File: src/rtl/out_array_ctrl_pkg.sv
// Shared definitions for the output-stationary array sequencer.
// Holds default array geometry, operand widths, the FLUSH length and the
// sequencer state encoding. Operand widths come from the OUT_PE_* macros
// and fall back to the defaults below when the build does not set them.

`ifndef OUT_PE_WEIGHT_WIDTH
`define OUT_PE_WEIGHT_WIDTH 8
`endif
`ifndef OUT_PE_INPUT_WIDTH
`define OUT_PE_INPUT_WIDTH 8
`endif
`ifndef OUT_PE_SCRATCH_WIDTH
`define OUT_PE_SCRATCH_WIDTH 32
`endif

package out_array_ctrl_pkg;

   localparam int unsigned OUT_ARRAY_ROWS_DEF       = 4;
   localparam int unsigned OUT_ARRAY_COLS_DEF       = 4;
   localparam int unsigned OUT_K_WIDTH_DEF          = 8;
   localparam int unsigned OUT_PE_WEIGHT_WIDTH_DEF  = `OUT_PE_WEIGHT_WIDTH;
   localparam int unsigned OUT_PE_INPUT_WIDTH_DEF   = `OUT_PE_INPUT_WIDTH;
   localparam int unsigned OUT_PE_SCRATCH_WIDTH_DEF = `OUT_PE_SCRATCH_WIDTH;

   // Cycles for the PE operand register, multiply and add to settle.
   localparam int unsigned FLUSH_LEN = 3;

   typedef enum logic [2:0] {
      ST_IDLE  = 3'd0,
      ST_CLEAR = 3'd1,
      ST_FEED  = 3'd2,
      ST_FLUSH = 3'd3,
      ST_DRAIN = 3'd4,
      ST_DONE  = 3'd5
   } state_t;

   // Index width that stays at least one bit for single-entry ranges.
   function automatic int unsigned idx_width(input int unsigned n);
      return (n > 1) ? $clog2(n) : 1;
   endfunction

endpackage

File: src/rtl/out_skew_buffer.sv
// Per-lane delay line that staircases a vector onto an array edge.
// Lane i passes through i+1 registers: one output register plus i cycles of
// skew, so lane i lags lane 0 by exactly i cycles.
// Ports:
//   w_clock  rising-edge clock
//   w_reset  synchronous active-high clear of every stage
//   w_din    LANES x WIDTH input vector, lane i at [i*WIDTH +: WIDTH]
//   w_dout   LANES x WIDTH skewed output vector

module out_skew_buffer #(
   parameter int unsigned LANES = 4,
   parameter int unsigned WIDTH = 8
) (
   input  logic                   w_clock,
   input  logic                   w_reset,
   input  logic [LANES*WIDTH-1:0] w_din,
   output logic [LANES*WIDTH-1:0] w_dout
);

   for (genvar i = 0; i < LANES; i++) begin : g_lane
      logic [WIDTH-1:0] pipe [i+1];

      // Shift register of depth i+1 for this lane.
      always_ff @(posedge w_clock) begin
         if (w_reset) begin
            for (int s = 0; s <= i; s++) pipe[s] <= '0;
         end else begin
            pipe[0] <= w_din[i*WIDTH +: WIDTH];
            for (int s = 1; s <= i; s++) pipe[s] <= pipe[s-1];
         end
      end

      assign w_dout[i*WIDTH +: WIDTH] = pipe[i];
   end

endmodule

File: src/rtl/out_array_ctrl.sv
// Sequencer for a ROWS x COLS output-stationary PE array.
// Clears the array, streams K weight/input vectors from the operand buffers
// through edge skew buffers, waits out the PE pipeline, then drains one
// column at a time onto a valid/ready result stream.
// Optional macro OUT_ARRAY_CTRL_PERF_CNT_EN adds w_cycle_count, a count of
// busy cycles of the most recent tile.
// Ports:
//   w_clock, w_reset           clock, synchronous active-high reset
//   w_start, w_k_len           tile start (IDLE only) and K length
//   w_busy, w_done             not-idle flag, one-cycle completion pulse
//   w_buf_rd, w_buf_addr       operand buffer read strobe / K index
//   w_wgt_data, w_inp_data     buffer read data, valid the cycle after read
//   w_pe_weight, w_pe_input    skewed operands to the top / left edges
//   w_pe_ready, w_pe_rw        per-column clear and compute/output select
//   w_pe_stream                unused forward chain, held 0
//   w_col_data                 shared column output bus from the array
//   w_res_data/col/valid/ready drained column result stream
//   w_cycle_count              (macro only) busy cycle counter

module out_array_ctrl
   import out_array_ctrl_pkg::*;
#(
   parameter int unsigned OUT_ARRAY_ROWS       = OUT_ARRAY_ROWS_DEF,
   parameter int unsigned OUT_ARRAY_COLS       = OUT_ARRAY_COLS_DEF,
   parameter int unsigned OUT_PE_WEIGHT_WIDTH  = OUT_PE_WEIGHT_WIDTH_DEF,
   parameter int unsigned OUT_PE_INPUT_WIDTH   = OUT_PE_INPUT_WIDTH_DEF,
   parameter int unsigned OUT_PE_SCRATCH_WIDTH = OUT_PE_SCRATCH_WIDTH_DEF,
   parameter int unsigned OUT_K_WIDTH          = OUT_K_WIDTH_DEF
) (
   input  logic                                        w_clock,
   input  logic                                        w_reset,
   input  logic                                        w_start,
   input  logic [OUT_K_WIDTH-1:0]                      w_k_len,
   output logic                                        w_busy,
   output logic                                        w_done,
   output logic                                        w_buf_rd,
   output logic [OUT_K_WIDTH-1:0]                      w_buf_addr,
   input  logic [OUT_ARRAY_COLS*OUT_PE_WEIGHT_WIDTH-1:0]  w_wgt_data,
   input  logic [OUT_ARRAY_ROWS*OUT_PE_INPUT_WIDTH-1:0]   w_inp_data,
   output logic [OUT_ARRAY_COLS*OUT_PE_WEIGHT_WIDTH-1:0]  w_pe_weight,
   output logic [OUT_ARRAY_ROWS*OUT_PE_INPUT_WIDTH-1:0]   w_pe_input,
   output logic [OUT_ARRAY_COLS-1:0]                   w_pe_ready,
   output logic [OUT_ARRAY_COLS-1:0]                   w_pe_rw,
   output logic [OUT_ARRAY_COLS-1:0]                   w_pe_stream,
   input  logic [OUT_ARRAY_ROWS*OUT_PE_SCRATCH_WIDTH-1:0] w_col_data,
   output logic [OUT_ARRAY_ROWS*OUT_PE_SCRATCH_WIDTH-1:0] w_res_data,
   output logic [idx_width(OUT_ARRAY_COLS)-1:0]        w_res_col,
   output logic                                        w_res_valid,
   input  logic                                        w_res_ready
`ifdef OUT_ARRAY_CTRL_PERF_CNT_EN
   ,
   output logic [31:0]                                 w_cycle_count
`endif
);

   localparam int unsigned COL_W     = idx_width(OUT_ARRAY_COLS);
   localparam int unsigned SKEW_TAIL = OUT_ARRAY_ROWS + OUT_ARRAY_COLS - 2;
   localparam int unsigned CNT_W     = $clog2((2**OUT_K_WIDTH) + OUT_ARRAY_ROWS + OUT_ARRAY_COLS);
   localparam int unsigned WGT_BITS  = OUT_ARRAY_COLS * OUT_PE_WEIGHT_WIDTH;
   localparam int unsigned INP_BITS  = OUT_ARRAY_ROWS * OUT_PE_INPUT_WIDTH;

   state_t                 state;
   logic [OUT_K_WIDTH-1:0] k_len_q;
   logic [CNT_W-1:0]       feed_cnt;
   logic [1:0]             flush_cnt;
   logic [COL_W-1:0]       drain_col;
   logic                   drain_phase;   // 0 = bus settle cycle, 1 = result offered
   logic                   rd_q;          // buffer data valid this cycle
   logic [WGT_BITS-1:0]    wgt_gated;
   logic [INP_BITS-1:0]    inp_gated;

   assign w_pe_stream = '0;

   // Lanes carry zero whenever no buffer read returned this cycle.
   assign wgt_gated = rd_q ? w_wgt_data : '0;
   assign inp_gated = rd_q ? w_inp_data : '0;

   // Read-data valid tracks the one-cycle buffer latency.
   always_ff @(posedge w_clock) begin
      if (w_reset) rd_q <= 1'b0;
      else         rd_q <= w_buf_rd;
   end

   // Sequencer state and all registered control outputs.
   always_ff @(posedge w_clock) begin
      if (w_reset) begin
         state       <= ST_IDLE;
         k_len_q     <= '0;
         feed_cnt    <= '0;
         flush_cnt   <= '0;
         drain_col   <= '0;
         drain_phase <= 1'b0;
         w_busy      <= 1'b0;
         w_done      <= 1'b0;
         w_buf_rd    <= 1'b0;
         w_buf_addr  <= '0;
         w_pe_ready  <= '0;
         w_pe_rw     <= '1;
         w_res_valid <= 1'b0;
         w_res_data  <= '0;
         w_res_col   <= '0;
      end else begin
         w_done <= 1'b0;
         case (state)
            ST_IDLE: begin
               if (w_start) begin
                  k_len_q    <= w_k_len;
                  w_busy     <= 1'b1;
                  w_pe_ready <= '0;
                  state      <= ST_CLEAR;
               end
            end

            ST_CLEAR: begin
               w_pe_ready <= '1;
               if (k_len_q == '0) begin
                  flush_cnt <= '0;
                  state     <= ST_FLUSH;
               end else begin
                  w_buf_rd   <= 1'b1;
                  w_buf_addr <= '0;
                  feed_cnt   <= '0;
                  state      <= ST_FEED;
               end
            end

            // Reads run for k_len cycles; the rest of FEED lets the skew tail drain.
            ST_FEED: begin
               feed_cnt <= feed_cnt + CNT_W'(1);
               if (w_buf_rd) begin
                  if (w_buf_addr == k_len_q - OUT_K_WIDTH'(1)) w_buf_rd <= 1'b0;
                  else w_buf_addr <= w_buf_addr + OUT_K_WIDTH'(1);
               end
               if (feed_cnt == CNT_W'(k_len_q) + CNT_W'(SKEW_TAIL)) begin
                  flush_cnt <= '0;
                  state     <= ST_FLUSH;
               end
            end

            ST_FLUSH: begin
               flush_cnt <= flush_cnt + 2'(1);
               if (flush_cnt == 2'(FLUSH_LEN - 1)) begin
                  drain_col   <= '0;
                  drain_phase <= 1'b0;
                  w_pe_rw     <= ~(OUT_ARRAY_COLS'(1));
                  state       <= ST_DRAIN;
               end
            end

            // Exactly one column drives the shared bus; it stays selected while stalled.
            ST_DRAIN: begin
               if (!drain_phase) begin
                  w_res_data  <= w_col_data;
                  w_res_col   <= drain_col;
                  w_res_valid <= 1'b1;
                  drain_phase <= 1'b1;
               end else if (w_res_ready) begin
                  w_res_valid <= 1'b0;
                  drain_phase <= 1'b0;
                  if (drain_col == COL_W'(OUT_ARRAY_COLS - 1)) begin
                     w_pe_rw <= '1;
                     w_done  <= 1'b1;
                     state   <= ST_DONE;
                  end else begin
                     drain_col <= drain_col + COL_W'(1);
                     w_pe_rw   <= ~(OUT_ARRAY_COLS'(1) << (drain_col + COL_W'(1)));
                  end
               end
            end

            ST_DONE: begin
               w_busy     <= 1'b0;
               w_pe_ready <= '0;
               state      <= ST_IDLE;
            end

            default: state <= ST_IDLE;
         endcase
      end
   end

   out_skew_buffer #(
      .LANES (OUT_ARRAY_COLS),
      .WIDTH (OUT_PE_WEIGHT_WIDTH)
   ) u_wgt_skew (
      .w_clock (w_clock),
      .w_reset (w_reset),
      .w_din   (wgt_gated),
      .w_dout  (w_pe_weight)
   );

   out_skew_buffer #(
      .LANES (OUT_ARRAY_ROWS),
      .WIDTH (OUT_PE_INPUT_WIDTH)
   ) u_inp_skew (
      .w_clock (w_clock),
      .w_reset (w_reset),
      .w_din   (inp_gated),
      .w_dout  (w_pe_input)
   );

`ifdef OUT_ARRAY_CTRL_PERF_CNT_EN
   // Busy-cycle counter, restarted by each accepted start.
   always_ff @(posedge w_clock) begin
      if (w_reset)                           w_cycle_count <= '0;
      else if (state == ST_IDLE && w_start)  w_cycle_count <= '0;
      else if (w_busy)                       w_cycle_count <= w_cycle_count + 32'd1;
   end
`endif

endmodule

File: config.mk
export PLATFORM = sky130hd
export DESIGN_NAME = out_array_ctrl
export DESIGN_NICKNAME = d
export VERILOG_FILES = /design/src/rtl/out_array_ctrl_pkg.sv /design/src/rtl/out_skew_buffer.sv /design/src/rtl/out_array_ctrl.sv
export SDC_FILE = /design/constraint.sdc
export NUM_CORES = 1
export LEC_CHECK = 0
export ABC_CLOCK_PERIOD_IN_PS = 2600
export CAP_MARGIN = 40
export CORE_ASPECT_RATIO = 0.75
export CORE_MARGIN = 3
export CORE_UTILIZATION = 40
export CTS_BUF_LIST = sky130_fd_sc_hd__clkbuf_8 sky130_fd_sc_hd__clkbuf_16
export DETAILED_ROUTE_END_ITERATION = 6
export PLACE_DENSITY = 0.75
export SLEW_MARGIN = 15
export SYNTH_ARGS = -nofsm -noshare
export SYNTH_HDL_FRONTEND = slang
export SYNTH_SLANG_ARGS = --single-unit
File: constraint.sdc
create_clock -name w_clock -period 2.6 [get_ports w_clock]
set_clock_uncertainty 0.2 [all_clocks]
set_input_delay 0.26 -clock w_clock [delete_from_list [all_inputs] [get_ports w_clock]]
set_output_delay 0.26 -clock w_clock [all_outputs]
set_load 0.005 [all_outputs]
== After elaboration in Yosys (flattened, before gate mapping) ==
Memory sizes are Yosys's and may differ from the RTL's.
Cells that the tools add are included.
Operators by class
  reductions and logical operators: 22
  bitwise operators: 22
  multiplexer cells: 69
  equal/unequal tests: 21
  add/sub/neg operators: 6
  shifts and indexed selects: 1
Operators with widths (count)
  $mux 8: 23
  $mux 32: 2
  $ne 2x2->1 const B: 12
  $mux 4: 5
  $mux 3: 6
  $or 1x1->1: 18
  $pmux 9 s2: 1
  $mux 1: 16
  $pmux 8 s2: 1
  $reduce_or 8->1: 2
  $pmux 3 s5: 1
  $reduce_and 2->1: 7
  $mux 2: 6
  $pmux 4 s3: 1
  $add 8x3->9 const B: 1
  $add 9x1->9 const B: 1
  $eq 9x9->1: 1
  $mux 9: 1
  $add 8x1->8 const B: 1
  $eq 8x8->1: 1
  $logic_not 8->1: 1
  $pmux 4 s2: 1
  $reduce_and 4->1: 2
  $sub 8x1->8 const B: 1
  other kinds (18): 29
Storage, ports and cells
  register bits: 176
  memories kept: 8
  input bits: 204
  word-level logic and storage cells: 165
  RAM bits: 160
Memories
  u_inp_skew.g_lane[3].pipe: words 4, bits a word 8, rd ports 4, clocked after Yosys merged registers in 0, wr ports 4, line out_skew_buffer.sv:21  | logic [WIDTH-1:0] pipe [i+1];
  u_wgt_skew.g_lane[3].pipe: words 4, bits a word 8, rd ports 4, clocked after Yosys merged registers in 0, wr ports 4, line out_skew_buffer.sv:21
  u_inp_skew.g_lane[2].pipe: words 3, bits a word 8, rd ports 3, clocked after Yosys merged registers in 0, wr ports 3, line out_skew_buffer.sv:21
  u_wgt_skew.g_lane[2].pipe: words 3, bits a word 8, rd ports 3, clocked after Yosys merged registers in 0, wr ports 3, line out_skew_buffer.sv:21
  u_inp_skew.g_lane[1].pipe: words 2, bits a word 8, rd ports 2, clocked after Yosys merged registers in 0, wr ports 2, line out_skew_buffer.sv:21
  u_wgt_skew.g_lane[1].pipe: words 2, bits a word 8, rd ports 2, clocked after Yosys merged registers in 0, wr ports 2, line out_skew_buffer.sv:21
  2 more memories

== Longest topological paths before layout ==
  depth in word-level cells: 7
  mapped depth: 10

== By module ==
Synthesis repeated with hierarchy kept, for this count alone.
Second synthesis, totals
  cell total of the unflattened synthesis: 1337
  area total of the unflattened synthesis: 11928.9 µm²
By module, submodules not included
  out_array_ctrl: cells each 969, seq. area each 3463.3 µm², instances 1, area each 7404.6 µm²
  out_skew_buffer: cells each 184, seq. area each 1601.5 µm², instances 2, area each 2262.2 µm²

== Worst setup path before layout ==
OpenSTA, ideal clock, no wires.
  path type: register -> register
  from: register k_len_q[1]
  to: register flush_cnt[1]
  data required time: 2.268 ns
  arrival: 2.012 ns
  clock period less this slack: 2.344 ns
  path buffers: 1
  library setup time: 0.132 ns
  cell stages (with the launch flop): 10
  path slack: 0.256 ns
  cells stage by stage: dfxtp_1 -> inv_1 -> ha_1 -> buf_2 -> xor2_1 -> o2bb2a_1 -> o32a_1 -> a2111o_1 -> nor2_1 -> o32ai_1
On the way
  word-level cells in the longest chain between the ends: 4
  elaborated cells on any way between the ends: 6
Ends and longest elaborated chain
  start, declared: line out_array_ctrl.sv:63  | logic [OUT_K_WIDTH-1:0] k_len_q;
  start signal, assigned: line out_array_ctrl.sv:107  | k_len_q <= w_k_len;
  $add 8x3->9: line out_array_ctrl.sv:134  | if (feed_cnt == CNT_W'(k_len_q) + CNT_W'(SKEW_TAIL)) begin
  $eq 9x9->1: line out_array_ctrl.sv:134
  $ne 2x2->1 (no line)
  $reduce_and 3->1 (no line) *
  end signal, assigned: line out_array_ctrl.sv:141  | flush_cnt <= flush_cnt + 2'(1);
  end, declared: line out_array_ctrl.sv:65  | logic [1:0] flush_cnt;
Mark *: on every way between the ends. The rest lies on a longest branch, timed or not.
A chain may end at the register's enable or synchronous reset.

== Worst setup path in the final report ==
  from: register k_len_q[0]
  to: register w_buf_addr[7]
On the way
  word-level cells in the longest chain between the ends: 4
  elaborated cells on any way between the ends: 6
Ends and longest elaborated chain
  $sub 8x1->8: line out_array_ctrl.sv:131  | if (w_buf_addr == k_len_q - OUT_K_WIDTH'(1)) w_buf_rd <= 1'b0;
  $eq 8x8->1: line out_array_ctrl.sv:131
  $ne 2x2->1 (no line)
  $reduce_and 4->1 (no line) *
  end signal, assigned: line out_array_ctrl.sv:132  | else w_buf_addr <= w_buf_addr + OUT_K_WIDTH'(1);
  end, declared: line out_array_ctrl.sv:37  | output logic [OUT_K_WIDTH-1:0] w_buf_addr,
Marked as above.

==> impl_metrics.yaml <==
logic_synthesis:
  synth_area_leaders: "dfxtp_1, nand2_1, a21oi_1"
  synth-edff-count: 0
  synth_largest_area_cell: "dfxtp_1"
  netlist_instances: 1267
  yosysWarningCount: 0
  async_flop_share_pct: 0
  synthesis.area_um2: 11570
  ys_seq_area_share_pct: 57.64
  ys_types: 58
  ys_ff_latch: 333
  synth_ff_type: "dfxtp_1"
  synth_top_area_share_pct: 57.64
  syn_area_per_cell_um2: 9.129
detailed_routing:
  first_pass_iters: 5
  remaining_drc_errors: 0
  viasPerCell: 4.709
  routedWlPerCell_um: 16.19
  routed_wl_um: 32870
  vias: 9559
  antenna_left: 0
  drtIter0Drc: 534
setup_path:
  cp_data_required_time_ps: 2790
  cp_max_fo: 7
  crit_type: "flip-flop to flip-flop"
  end_kind: "flip-flop"
  critPathArrivalTime_ps: 2610
  cp-start-kind: "flip-flop"
timing:
  drv_slew: 0
  setup_tns_ps: 0
  finalHoldViolCount: 0
  min_period_ps: 2427
  post-route-period-util_pct: 93.34
  grt_setup_unrepaired: "false"
  setup_viol: 0
  tightest_slew_ps: 865.1
  relSlewSlack_pct: 42.33
  fmax_mhz: 412.1
global_routing:
  grt_pass1_vias: 9183
  grt_max_degree: 132
  antenna_found_initial: 0
  use_met1_pct: 24.15
  met2_usage_pct: 33.84
  globalRouteTotalUtil_pct: 20.46
  top_usage_layer: "met2"
  grtUsageMet3_pct: 8.729
  overflow: 0
  grt_pass1_wl_um: 51280
clocking:
  cts_tree: "built"
  clock-root-buffer: "clkbuf_16"
  cts_buffer_depth: 3
  clk_pin_slew_ps: 60
  ctsHtreeMaxLevel: 2
  cts_buffers: 34
  post_cts_buffers: 0
  cts.sinks: 333
  clk_latency_ps: 500
pwr:
  power_density_nw_per_um2: 683.9
  ir_drop_v: 0.0004998
  leakage_uw: 0.006122
final_layout:
  multiInputGateArea_um2: 4288
  areaGrowthSynthToFinish_pct: 46.75
  n_fill_cell: 2380
  layout-drive-gt1-share_pct: 5.109
  regArea_um2: 6668
  fin_nets: 1835
  postLayoutCoreUtil_pct: 60.09
floorplanning:
  fp.dieArea_um2: 31010
  die_h_um: 153.3
  fp.dieW_um: 202.4
  core-area_um2: 28250
  initial_core_util_pct: 40.94
  rows: 53
  ios: 422
place:
  io_buffers: 417
  post-dp-hpwl_um: 23550
  gp_congestion: 0.8640
outcome:
  outcome: "finished, final reports clean"
run:
  drv_cap: 0
hold_path:
  hold_class: "input pin to flip-flop"
state kept, by name, summed over array words and instances, names as in the netlist, 2 cells and up:
name,flops
w_res_col,2
u_inp_skew.g_lane.pipe,80
u_wgt_skew.g_lane.pipe,80
flush_cnt,2
state,3
k_len_q,8
feed_cnt,9
drain_col,2
w_pe_rw,4
w_buf_addr,8
w_res_data,128
synth_stat cells (all sizes together), types with 3 or more instances:
| cell type | number |
|---|---|
| a21oi | 165 |
| or3 | 12 |
| dfxtp | 333 |
| nor2 | 29 |
| and2 | 67 |
| buf | 53 |
| nand4 | 9 |
| o21ai | 11 |
| mux2i | 6 |
| ha | 10 |
| a31oi | 4 |
| nor4 | 4 |
| o31a | 3 |
| nand2b | 7 |
| inv | 11 |
| and3 | 5 |
| nand2 | 303 |
| xnor2 | 8 |
| clkbuf | 66 |
| nor2b | 101 |
| xor2 | 9 |
| nor3 | 6 |
| nand3 | 9 |
| a311oi | 3 |
path summary, 6_finish.rpt:
path	cells past startpoint	startpoint	end	slack, ps
worst min register to register	1	u_wgt_skew.g_lane[2].pipe[0][14]	u_wgt_skew.g_lane[2].pipe[0][22]	220
worst max register to register	8	k_len_q[0]	w_buf_addr[7]	170
worst min-delay path	3	w_k_len[0]	k_len_q[0]	100
worst max-delay path	8	k_len_q[0]	w_buf_addr[7]	170
area by class of cell:
cell class,instances,area share [%]
clock inverter,19,1.003
clock buffer,40,5.565
inverter,11,0.2433
antenna,1,0.01474
tap,385,2.838
sequential,333,39.28
timing repair buffer,434,25.79
multi-input combinational,807,25.26
timing repair:
item / in CTS / in global routing
setup endpoints to repair: 0 / 8
resized for setup: 0 / 4
hold endpoints to repair: 16 / 0
hold buffers: 1 / 0
stage by stage:
stage               setup slack [ps]  area (µm²)  hold slack [ps]  total power [µW]  std cells
finish                         173.3       16970            95.43             11610       2030
global route                   24.90       16970            87.22             12120       2029
CTS                            51.51       16960            68.99             11750       2029
detailed placement             71.61       15830            220.4              6892       1969
global placement               194.8       15810            215.0              6851       1968
floorplan                      255.9       11580            181.7              6248       1270
power by group:
part / switching (µW) / internal (µW) / leakage [µW] / total (µW)
Combinational: 660 / 748 / 0.00286 / 1410
Clock: 1930 / 2880 / 0.000580 / 4810
Sequential: 138 / 5250 / 0.00269 / 5390
worst max-delay path, stage by stage, from the launching register on:
cell	delay, ps
dfxtp_2	380
inv_1	60
ha_1	270
and2_1	210
o21a_1	190
o31a_1	390
o31ai_4	340
a21oi_1	140
mux2i_1	130
placed cells by master (no fill, tap or decap), types with 8 or more instances in the layout:
cell type / Yosys / final
nor2b_1: 101 / 100
ha_1: 10 / 9
xor2_1: 9 / 9
buf_4: 39 / 11
xnor2_1: 8 / 8
a21oi_1: 165 / 165
and2_1: 67 / 67
o21ai_0: 11 / 11
clkbuf_16: 0 / 35
clkdlybuf4s50_1: 0 / 416
inv_1: 11 / 21
nor2_1: 28 / 27
or3_1: 12 / 12
nand3_1: 9 / 9
nand2_1: 303 / 303
nand4_1: 9 / 9
dfxtp_1: 333 / 332
per-layer routing:
metal	routed length, µm	up-vias
met1	13350	4385
li1	-	4760
met3	3422	57
met5	0	-
met4	1029	0
met2	15060	357
cells by family after synthesis:
group | share of synthesized area [%]
xor gates and xnor gates | 1.287
other | 0.03242
muxes | 0.5193
and+or+nand+nor | 23.25
buffers and inverters | 5.679
adders and majority gates | 1.082
DFF | 57.64
AOI/OAI and AO/OA | 10.52
Note: power is estimated with default switching activity, not from simulation.
